`config.mk`:
```
export PLATFORM = sky130hd
export DESIGN_NAME = mem_access_sequencer
export DESIGN_NICKNAME = d
export VERILOG_FILES = /design/src/rtl/cpu_pkg.sv /design/src/rtl/mem_access_sequencer_sat_counter.sv /design/src/rtl/mem_access_sequencer.sv
export SDC_FILE = /design/constraint.sdc
export NUM_CORES = 1
export LEC_CHECK = 0
export CAP_MARGIN = 20
export CELL_PAD_IN_SITES_DETAIL_PLACEMENT = 0
export CELL_PAD_IN_SITES_GLOBAL_PLACEMENT = 1
export CORE_ASPECT_RATIO = 1.4
export CORE_MARGIN = 3
export CORE_UTILIZATION = 32
export CTS_CLUSTER_DIAMETER = 50
export DETAILED_ROUTE_END_ITERATION = 8
export PLACE_DENSITY_LB_ADDON = 0.1
export SYNTH_ARGS = -nofsm -noshare
export SYNTH_HDL_FRONTEND = slang
export SYNTH_SLANG_ARGS = --single-unit
```
`constraint.sdc`:
```
create_clock -name clk_i -period 3.97 [get_ports clk_i]
set_clock_uncertainty 0.1 [all_clocks]
set_input_delay 0.5955 -clock clk_i [delete_from_list [all_inputs] [get_ports clk_i]]
set_output_delay 0.5955 -clock clk_i [all_outputs]
set_load 0.005 [all_outputs]
```
`src/rtl/cpu_pkg.sv`:
```
// Shared CPU definitions: memory-sequencer FSM states and the opcodes
// the control unit also decodes.
// Latency: n/a. Backpressure: n/a.
package cpu_pkg;

  typedef enum logic [1:0] {
    IDLE = 2'd0,
    WAIT = 2'd1,
    DONE = 2'd2
  } mas_state_t;

  localparam logic [6:0] LOAD  = 7'b0000011;
  localparam logic [6:0] STORE = 7'b0100011;

endpackage

```
`src/rtl/mem_access_sequencer_sat_counter.sv`:
```
// Saturating up-counter: sticks at all-ones instead of wrapping.
// Latency: count visible one cycle after inc_i. Backpressure: none.
// Ports: clk_i/rst_i (sync, active-high), inc_i increment, cnt_o count.
module sat_counter #(
  parameter int WIDTH = 16
) (
  input  logic             clk_i,
  input  logic             rst_i,
  input  logic             inc_i,
  output logic [WIDTH-1:0] cnt_o
);

  always_ff @(posedge clk_i) begin
    if (rst_i) begin
      cnt_o <= '0;
    end else if (inc_i && (cnt_o != '1)) begin
      cnt_o <= cnt_o + WIDTH'(1);
    end
  end

endmodule

```
`src/rtl/mem_access_sequencer.sv`:
```
// MEM-stage load/store sequencer onto a req/ack data-memory port, with timeout.
// Latency: req one cycle after access seen; stall = ack latency + 1 cycles.
// Backpressure: stall_o freezes the whole pipeline while an access is pending.
// Ports: MemRead_i/MemWrite_i/addr_i/wdata_i from EX/MEM; mem_* to data memory;
//        stall_o to PC/pipeline enables; rdata_o to MEM/WB; err_o timeout pulse;
//        acc_cnt_o/stall_cnt_o saturating performance counters.
module mem_access_sequencer
  import cpu_pkg::*;
#(
  parameter int ADDR_W  = 32,
  parameter int DATA_W  = 32,
  parameter int TIMEOUT = 64,
  parameter int CNT_W   = 16
) (
  input  logic              clk_i,
  input  logic              rst_i,
  input  logic              MemRead_i,
  input  logic              MemWrite_i,
  input  logic [ADDR_W-1:0] addr_i,
  input  logic [DATA_W-1:0] wdata_i,
  input  logic              mem_ack_i,
  input  logic [DATA_W-1:0] mem_rdata_i,
  output logic              mem_req_o,
  output logic              mem_we_o,
  output logic [ADDR_W-1:0] mem_addr_o,
  output logic [DATA_W-1:0] mem_wdata_o,
  output logic              stall_o,
  output logic [DATA_W-1:0] rdata_o,
  output logic              err_o,
  output logic [CNT_W-1:0]  acc_cnt_o,
  output logic [CNT_W-1:0]  stall_cnt_o
);

  localparam int WCNT_W = (TIMEOUT > 1) ? $clog2(TIMEOUT) : 1;
  localparam logic [WCNT_W-1:0] WCNT_LAST = WCNT_W'(TIMEOUT - 1);

  mas_state_t        state, stateNxt;
  logic [WCNT_W-1:0] waitCnt;
  logic              acc;
  logic              ackSeen;
  logic              timeoutHit;

  assign acc = MemRead_i | MemWrite_i;

  always_ff @(posedge clk_i) begin
    if (rst_i) begin
      state <= IDLE;
    end else begin
      state <= stateNxt;
    end
  end

  always_comb begin
    stateNxt   = state;
    stall_o    = 1'b0;
    ackSeen    = 1'b0;
    timeoutHit = 1'b0;
    case (state)
      IDLE: begin
        stall_o = acc;
        if (acc) stateNxt = WAIT;
      end
      WAIT: begin
        stall_o = 1'b1;
        // An ack landing in the last allowed cycle wins over the timeout.
        if (mem_ack_i) begin
          ackSeen = 1'b1;
        end else if (waitCnt == WCNT_LAST) begin
          timeoutHit = 1'b1;
        end
        if (ackSeen || timeoutHit) stateNxt = DONE;
      end
      // The same instruction is still presented in DONE, so acc is ignored.
      DONE:    stateNxt = IDLE;
      default: stateNxt = IDLE;
    endcase
  end

  // Request is high exactly while in WAIT; state is a register, so this is
  // glitch-free and drops on the same edge as a reset.
  assign mem_req_o = (state == WAIT);

  always_ff @(posedge clk_i) begin
    if (rst_i) begin
      mem_we_o    <= 1'b0;
      mem_addr_o  <= '0;
      mem_wdata_o <= '0;
      rdata_o     <= '0;
      err_o       <= 1'b0;
      waitCnt     <= '0;
    end else begin
      err_o <= 1'b0;
      case (state)
        IDLE: begin
          if (acc) begin
            mem_we_o    <= MemWrite_i;
            mem_addr_o  <= addr_i;
            mem_wdata_o <= wdata_i;
            waitCnt     <= '0;
          end
        end
        WAIT: begin
          waitCnt <= waitCnt + WCNT_W'(1);
          if (ackSeen && !mem_we_o) rdata_o <= mem_rdata_i;
          if (timeoutHit) begin
            rdata_o <= '0;
            err_o   <= 1'b1;
          end
        end
        default: ;
      endcase
    end
  end

  sat_counter #(.WIDTH(CNT_W)) uAccCnt (
    .clk_i (clk_i),
    .rst_i (rst_i),
    .inc_i (ackSeen | timeoutHit),
    .cnt_o (acc_cnt_o)
  );

  sat_counter #(.WIDTH(CNT_W)) uStallCnt (
    .clk_i (clk_i),
    .rst_i (rst_i),
    .inc_i (stall_o),
    .cnt_o (stall_cnt_o)
  );

endmodule
```
# Word-level counts from Yosys, hierarchy flattened
# Cells that the tools add are included.
# totals
ff_bits	138
latch_bits	0
ram_bits	0
rom_bits	0
output_inout_bits	132
elab_cells	50
mem_count	0
# classes
add_sub_neg	3
n_mul	0
div	0
magnitude_cmp	0
eq_ne	6
shift	0
muxes	16
bitwise_logic	3
n_reduce_logical	13
# ops
op	n
$mux 32	2
$add 16x1->16 const B	2
$ne 16x16->1 const B	2
$pmux 6 s2	1
$mux 1	8
$reduce_and 2->1	4
$add 6x1->6 const B	1
$eq 6x6->1 const B	1
$mux 6	1
$mux 2	2
$pmux 2 s2	1
$reduce_bool 2->1	2
$logic_and 1x1->1	3
$eq 2x1->1 const B	1
$logic_not 2->1	1
$ne 2x1->1 const B	1
$ne 2x2->1 const B	1
$or 1x1->1	2
$pmux 1 s2	1
$reduce_or 2->1	1
$logic_not 1->1	1
$logic_or 1x1->1	1
$not 1->1	1

# Longest topological paths before layout
# depth
word_depth	7
ltp_mapped	8

# Cells and area by module
# Synthesis repeated with hierarchy kept, for this count alone.
# unflattened
cells_unflattened	686
area_unflattened_um2	5750.5
# by_module_without_submodules
mod	instances	cells_per_inst	area_per_inst_um2	seq_area_each_um2
mem_access_sequencer	1	488	4053.9	2122.0
sat_counter	2	99	848.3	320.3

# Worst setup path after synthesis
# Ideal clock, no wire load.
# synth_timing
path_type	flip-flop to flip-flop
startpoint	register uAccCnt.cnt_o[0]
endpoint	register uAccCnt.cnt_o[11]
setup_ns	0.121
arrival_ns	1.882
setup_slack_ns	1.866
stages_incl_launch_ff	9
n_path_buf	2
period_less_slack_ns	2.104
cell_sequence	dfxtp_1 ha_1 nand3_1 or4_1 buf_2 o21ai_4 buf_6 nor4_2 mux2_4
# synth_via
elab_chain_len	2
# synth_lines
item	line	source
start, declared	mem_access_sequencer_sat_counter.sv:10	output logic [WIDTH-1:0] cnt_o
start signal, assigned	mem_access_sequencer_sat_counter.sv:17	cnt_o <= cnt_o + WIDTH'(1);
parallel branches: the longest is 2 deep, another holds $add 16x1->16	--	
# Several ways; the timed one is not identified.
# A chain may end at the register's enable or synchronous reset.

# Worst setup path after layout
# layout_timing
startpoint	input MemWrite_i
endpoint	output stall_o
# layout_via
elab_chain_len	2
# layout_lines
item	line	source
start, declared	mem_access_sequencer.sv:18	input logic MemWrite_i,
$or 1x1->1	mem_access_sequencer.sv:43	assign acc = MemRead_i | MemWrite_i;
$pmux 1 s2	mem_access_sequencer.sv:58	case (state)
end, declared	mem_access_sequencer.sv:27	output logic stall_o,
# No other way between the ends.

==> flow_metrics.tcl <==
set metrics [dict create \
    final_period_minus_worst_setup_slack_ns 2.97 \
    die_x_microns 115 \
    worstHoldPathType "register to register" \
    cts.reportedPaths.clkPinSlew_ns 0.05 \
    setup_tns_ns 0 \
    sequential_to_total_area_share_from_yosys_stat_pct 51.7 \
    power.share.clock_pct 47.1 \
    post-route-drc-count 0 \
    clock_buffer_count_from_cts 17 \
    core_area_sq_um 16200 \
    layout_worst_path_cycle_share_pct 74.9 \
    detail_route.first_pass.iterations 5 \
    floorplan.io_pins 233 \
    netSwitchingPower_w 0.000845 \
    power.switching_fraction_pct 22.4 \
    leakagePower_nw 3.05 \
    outcome "finished clean" \
    fin_util_pct 52.3 \
    grt_setup_unrepaired "false" \
    power_frac_seq_pct 40.0 \
    diodes 0 \
    timing.slew.headroom_pct 31.7 \
    synthCells 658 \
    number_of_enable_flip_flop_cells_after_synthesis 0 \
    cp-start-kind "primary input" \
    timing_worst_setup_path_type "primary input to output pin" \
    port_buffers 232 \
    vias_after_detailed_routing 5262 \
    routed_wl_microns 16200 \
    cts_sinks 138 \
    final_cell_area_sq_um 8500 \
    cts_post_setup_buffers_inserted 0 \
    timing.final.max_slew_violations 0 \
    cts_hold_buffers 0 \
    irDropWorstVdd_mv 0.214 \
    drtAntennaViolNets 0 \
    worst_ep_arrival_time_ns 2.28 \
    fmax_mhz 336 \
    power_density_nw_per_um2 444 \
    grt_max_degree 98 \
    timing.rr.start "waitCnt[0]" \
    worstSkewPairLatency_ns 0.42 \
    fp-row-count 55 \
    syn_area_sq_um 5350 \
    p_comb_share_pct 12.9 \
    yosysWarningCount 0 \
    worst_r2r_endpoint "rdata_o[2]" \
    power_report.internal_total_w 0.00293 \
    drive_gt1_share_pct 5.88 \
    final_nets 976 \
    initial_cell_density_of_the_core_pct 32.9 \
    cts_tree "built" \
    hold_end "rdata_o[25]" \
    gp_congestion 0.778 \
    final-hold-violation-count 0 \
    synthFlopType "sky130_fd_sc_hd__dfxtp_1" \
    postCtsResizedCells 0 \
    detail_route.wl_per_cell_microns 14.9 \
    grt.overflow.total 0 \
    total_routing_usage_reported_by_global_routing_pct 17.9 \
    critPathRequiredTime_ns 3.27 \
    gr-usage-met1_pct 20.6 \
    area.growth.synth_to_final_pct 59.0 \
    p_total_w 0.00377 \
    ys_ff_latch 138 \
    htree_levels 4 \
    gr-usage-met3_pct 6.71 \
    max_cap_viol_count 0 \
    end_kind "output pin" \
    clock_tree.root_cell "sky130_fd_sc_hd__clkbuf_16" \
    global_route_wire_length_before_repair_microns 26600 \
    design.die.area_sq_um 18300 \
    syn_avg_cell_area_sq_um 8.12 \
    post_drt_via_cell_ratio 4.85 \
    cell_count_of_the_worst_reg_to_reg_path 7 \
    synth_cell_type_count 50 \
    dpl.hpwl_microns 11200 \
    postSynth.asyncResetShare_pct 0 \
    initialDrtViolationCount 271 \
    cts_buffer_depth 2 \
    timing.hold.worst.start "rdata_o[25]" \
    fin_worst_hold_slack_ns 0.349 \
    grtUsageMet2_pct 29.3 \
    critical_path_peak_fanout 5 \
    grt_busiest_layer "met2" \
    detailed_place.area_sq_um 7780 \
    die-height_microns 159 \
    hold_path_depth 2 \
    setup_viol 0 \
    via_count_of_the_first_global_routing_pass 5285 \
    tightestPinTransition_ns 1.02 \
    antenna_violations_before_repair 0 \
    synth_fp_nets 762 \
    regToRegSetupSlack_ns 1.44 \
]
per-layer routing:
layer  vias up  routed length (microns)
met5         -                        0
met4         0                      418
met3        27                     1410
met2       180                     7810
met1      2382                     6560
li1       2673                        -
synthesized netlist by cell type (2+ instances only):
library cell                count  area, sq um
sky130_fd_sc_hd__or4_2          3         26.3
sky130_fd_sc_hd__o21ai_0        6         30.0
sky130_fd_sc_hd__xnor2_1        7         61.3
sky130_fd_sc_hd__nand2b_1       2         12.5
sky130_fd_sc_hd__nor2_1        33          124
sky130_fd_sc_hd__ha_1           3         37.5
sky130_fd_sc_hd__clkbuf_1      33          124
sky130_fd_sc_hd__buf_1          5         18.8
sky130_fd_sc_hd__nand4_1        7         43.8
sky130_fd_sc_hd__or2_2          2         12.5
sky130_fd_sc_hd__a31oi_1        6         37.5
sky130_fd_sc_hd__o211ai_1       3         22.5
sky130_fd_sc_hd__mux2i_1        2         20.0
sky130_fd_sc_hd__xor2_1         8         70.1
sky130_fd_sc_hd__and2_1         2         12.5
sky130_fd_sc_hd__o31ai_1        3         22.5
sky130_fd_sc_hd__buf_2          4         20.0
sky130_fd_sc_hd__and3_1         4         25.0
sky130_fd_sc_hd__dfxtp_1      138         2760
sky130_fd_sc_hd__or3_1          6         37.5
sky130_fd_sc_hd__nor3_1         9         45.0
sky130_fd_sc_hd__inv_1          5         18.8
sky130_fd_sc_hd__o2111ai_1      2         17.5
sky130_fd_sc_hd__or4_1          2         15.0
sky130_fd_sc_hd__and4_1         2         17.5
sky130_fd_sc_hd__nor4_1         5         31.3
sky130_fd_sc_hd__mux2_2         2         22.5
sky130_fd_sc_hd__nand3_1       45          225
sky130_fd_sc_hd__a211oi_1       6         45.0
sky130_fd_sc_hd__a21oi_1      108          541
sky130_fd_sc_hd__nand2_1      175          657
sky130_fd_sc_hd__nor2b_1        2         12.5
logic make-up after synthesis:
| family | Yosys count | synth area share [%] |
|---|---|---|
| flip-flops | 138 | 51.7 |
| adder cells (fa/ha/maj) | 3 | 0.702 |
| buffers and inverters | 49 | 3.68 |
| AND/OR/NAND/NOR | 307 | 25.7 |
| XOR/XNOR | 15 | 2.46 |
| multiplexers | 5 | 1.08 |
| AO/OA/AOI/OAI | 141 | 14.7 |
final cells by class:
cell class | instances | area [sq um]
Tap cell | 199 | 249
Clock buffer | 20 | 447
Clock inverter | 12 | 220
Inverter | 6 | 22.5
Sequential cell | 138 | 2760
Timing Repair Buffer | 238 | 2400
Multi-Input combinational cell | 471 | 2390
Fill cell | 1543 | 7740
worst max-delay path by stage:
| stage | startpoint | endpoint | slack (ns) | cells past startpoint |
|---|---|---|---|---|
| after floorplan | uAccCnt.cnt_o[0] | uAccCnt.cnt_o[11] | 1.87 | 8 |
| after global placement | MemWrite_i | stall_o | 1.04 | 5 |
| after detailed placement | MemWrite_i | stall_o | 1.01 | 5 |
| after CTS | MemWrite_i | stall_o | 1.00 | 5 |
| after global routing | MemWrite_i | stall_o | 0.91 | 5 |
| final | MemWrite_i | stall_o | 1.0 | 5 |
layout by cell type (no fill, tap or decap), types with 3 or more instances in the layout:
| master | netlist | routed |
|---|---|---|
| sky130_fd_sc_hd__nor2_1 | 33 | 33 |
| sky130_fd_sc_hd__clkinv_2 | 0 | 3 |
| sky130_fd_sc_hd__o211ai_1 | 3 | 3 |
| sky130_fd_sc_hd__clkbuf_16 | 0 | 17 |
| sky130_fd_sc_hd__dfxtp_1 | 138 | 138 |
| sky130_fd_sc_hd__a31oi_1 | 6 | 6 |
| sky130_fd_sc_hd__ha_1 | 3 | 3 |
| sky130_fd_sc_hd__and3_1 | 4 | 4 |
| sky130_fd_sc_hd__a21oi_1 | 108 | 108 |
| sky130_fd_sc_hd__or3_1 | 6 | 5 |
| sky130_fd_sc_hd__nand2_1 | 175 | 175 |
| sky130_fd_sc_hd__o21ai_0 | 6 | 6 |
| sky130_fd_sc_hd__nor3_1 | 9 | 8 |
| sky130_fd_sc_hd__bufinv_16 | 0 | 6 |
| sky130_fd_sc_hd__xor2_1 | 8 | 8 |
| sky130_fd_sc_hd__inv_1 | 5 | 5 |
| sky130_fd_sc_hd__o31ai_1 | 3 | 3 |
| sky130_fd_sc_hd__clkdlybuf4s50_1 | 0 | 231 |
| sky130_fd_sc_hd__nand4_1 | 7 | 7 |
| sky130_fd_sc_hd__or4_2 | 3 | 3 |
| sky130_fd_sc_hd__a211oi_1 | 6 | 6 |
| sky130_fd_sc_hd__nand3_1 | 45 | 45 |
| sky130_fd_sc_hd__nor4_1 | 5 | 5 |
| sky130_fd_sc_hd__buf_4 | 0 | 5 |
| sky130_fd_sc_hd__xnor2_1 | 7 | 7 |
critical path: stages:
cell                              delay [ns]
sky130_fd_sc_hd__clkdlybuf4s50_1        0.46
sky130_fd_sc_hd__or3_1                  0.44
sky130_fd_sc_hd__nand2b_1               0.18
sky130_fd_sc_hd__inv_1                  0.11
sky130_fd_sc_hd__clkdlybuf4s50_1        0.48
registers in the layout (all words and copies together), names as in the netlist:
name	cells
mem_addr_o	32
mem_wdata_o	32
rdata_o	32
uAccCnt.cnt_o	16
uStallCnt.cnt_o	16
waitCnt	6
state	2
err_o	1
mem_we_o	1
metrics by stage:
stage | worst slack [ns] | instances
global route | 0.912 | 1084
CTS | 1.00 | 1082
floorplan | 1.87 | 658
finish | 0.997 | 1084
global placement | 1.04 | 1050
detailed placement | 1.01 | 1050
power groups by stage:
| stage | clock, W | sequential [W] | combinational, W |
|---|---|---|---|
| after floorplan | 0 | 0.00154 | 0.000184 |
| after global placement | 0 | 0.00154 | 0.000484 |
| after detailed placement | 0 | 0.00154 | 0.000487 |
| after CTS | 0.00183 | 0.00151 | 0.000490 |
| after global routing | 0.00189 | 0.00152 | 0.000538 |
| final | 0.00178 | 0.00151 | 0.000485 |
Note: power is estimated with default switching activity, not from simulation.
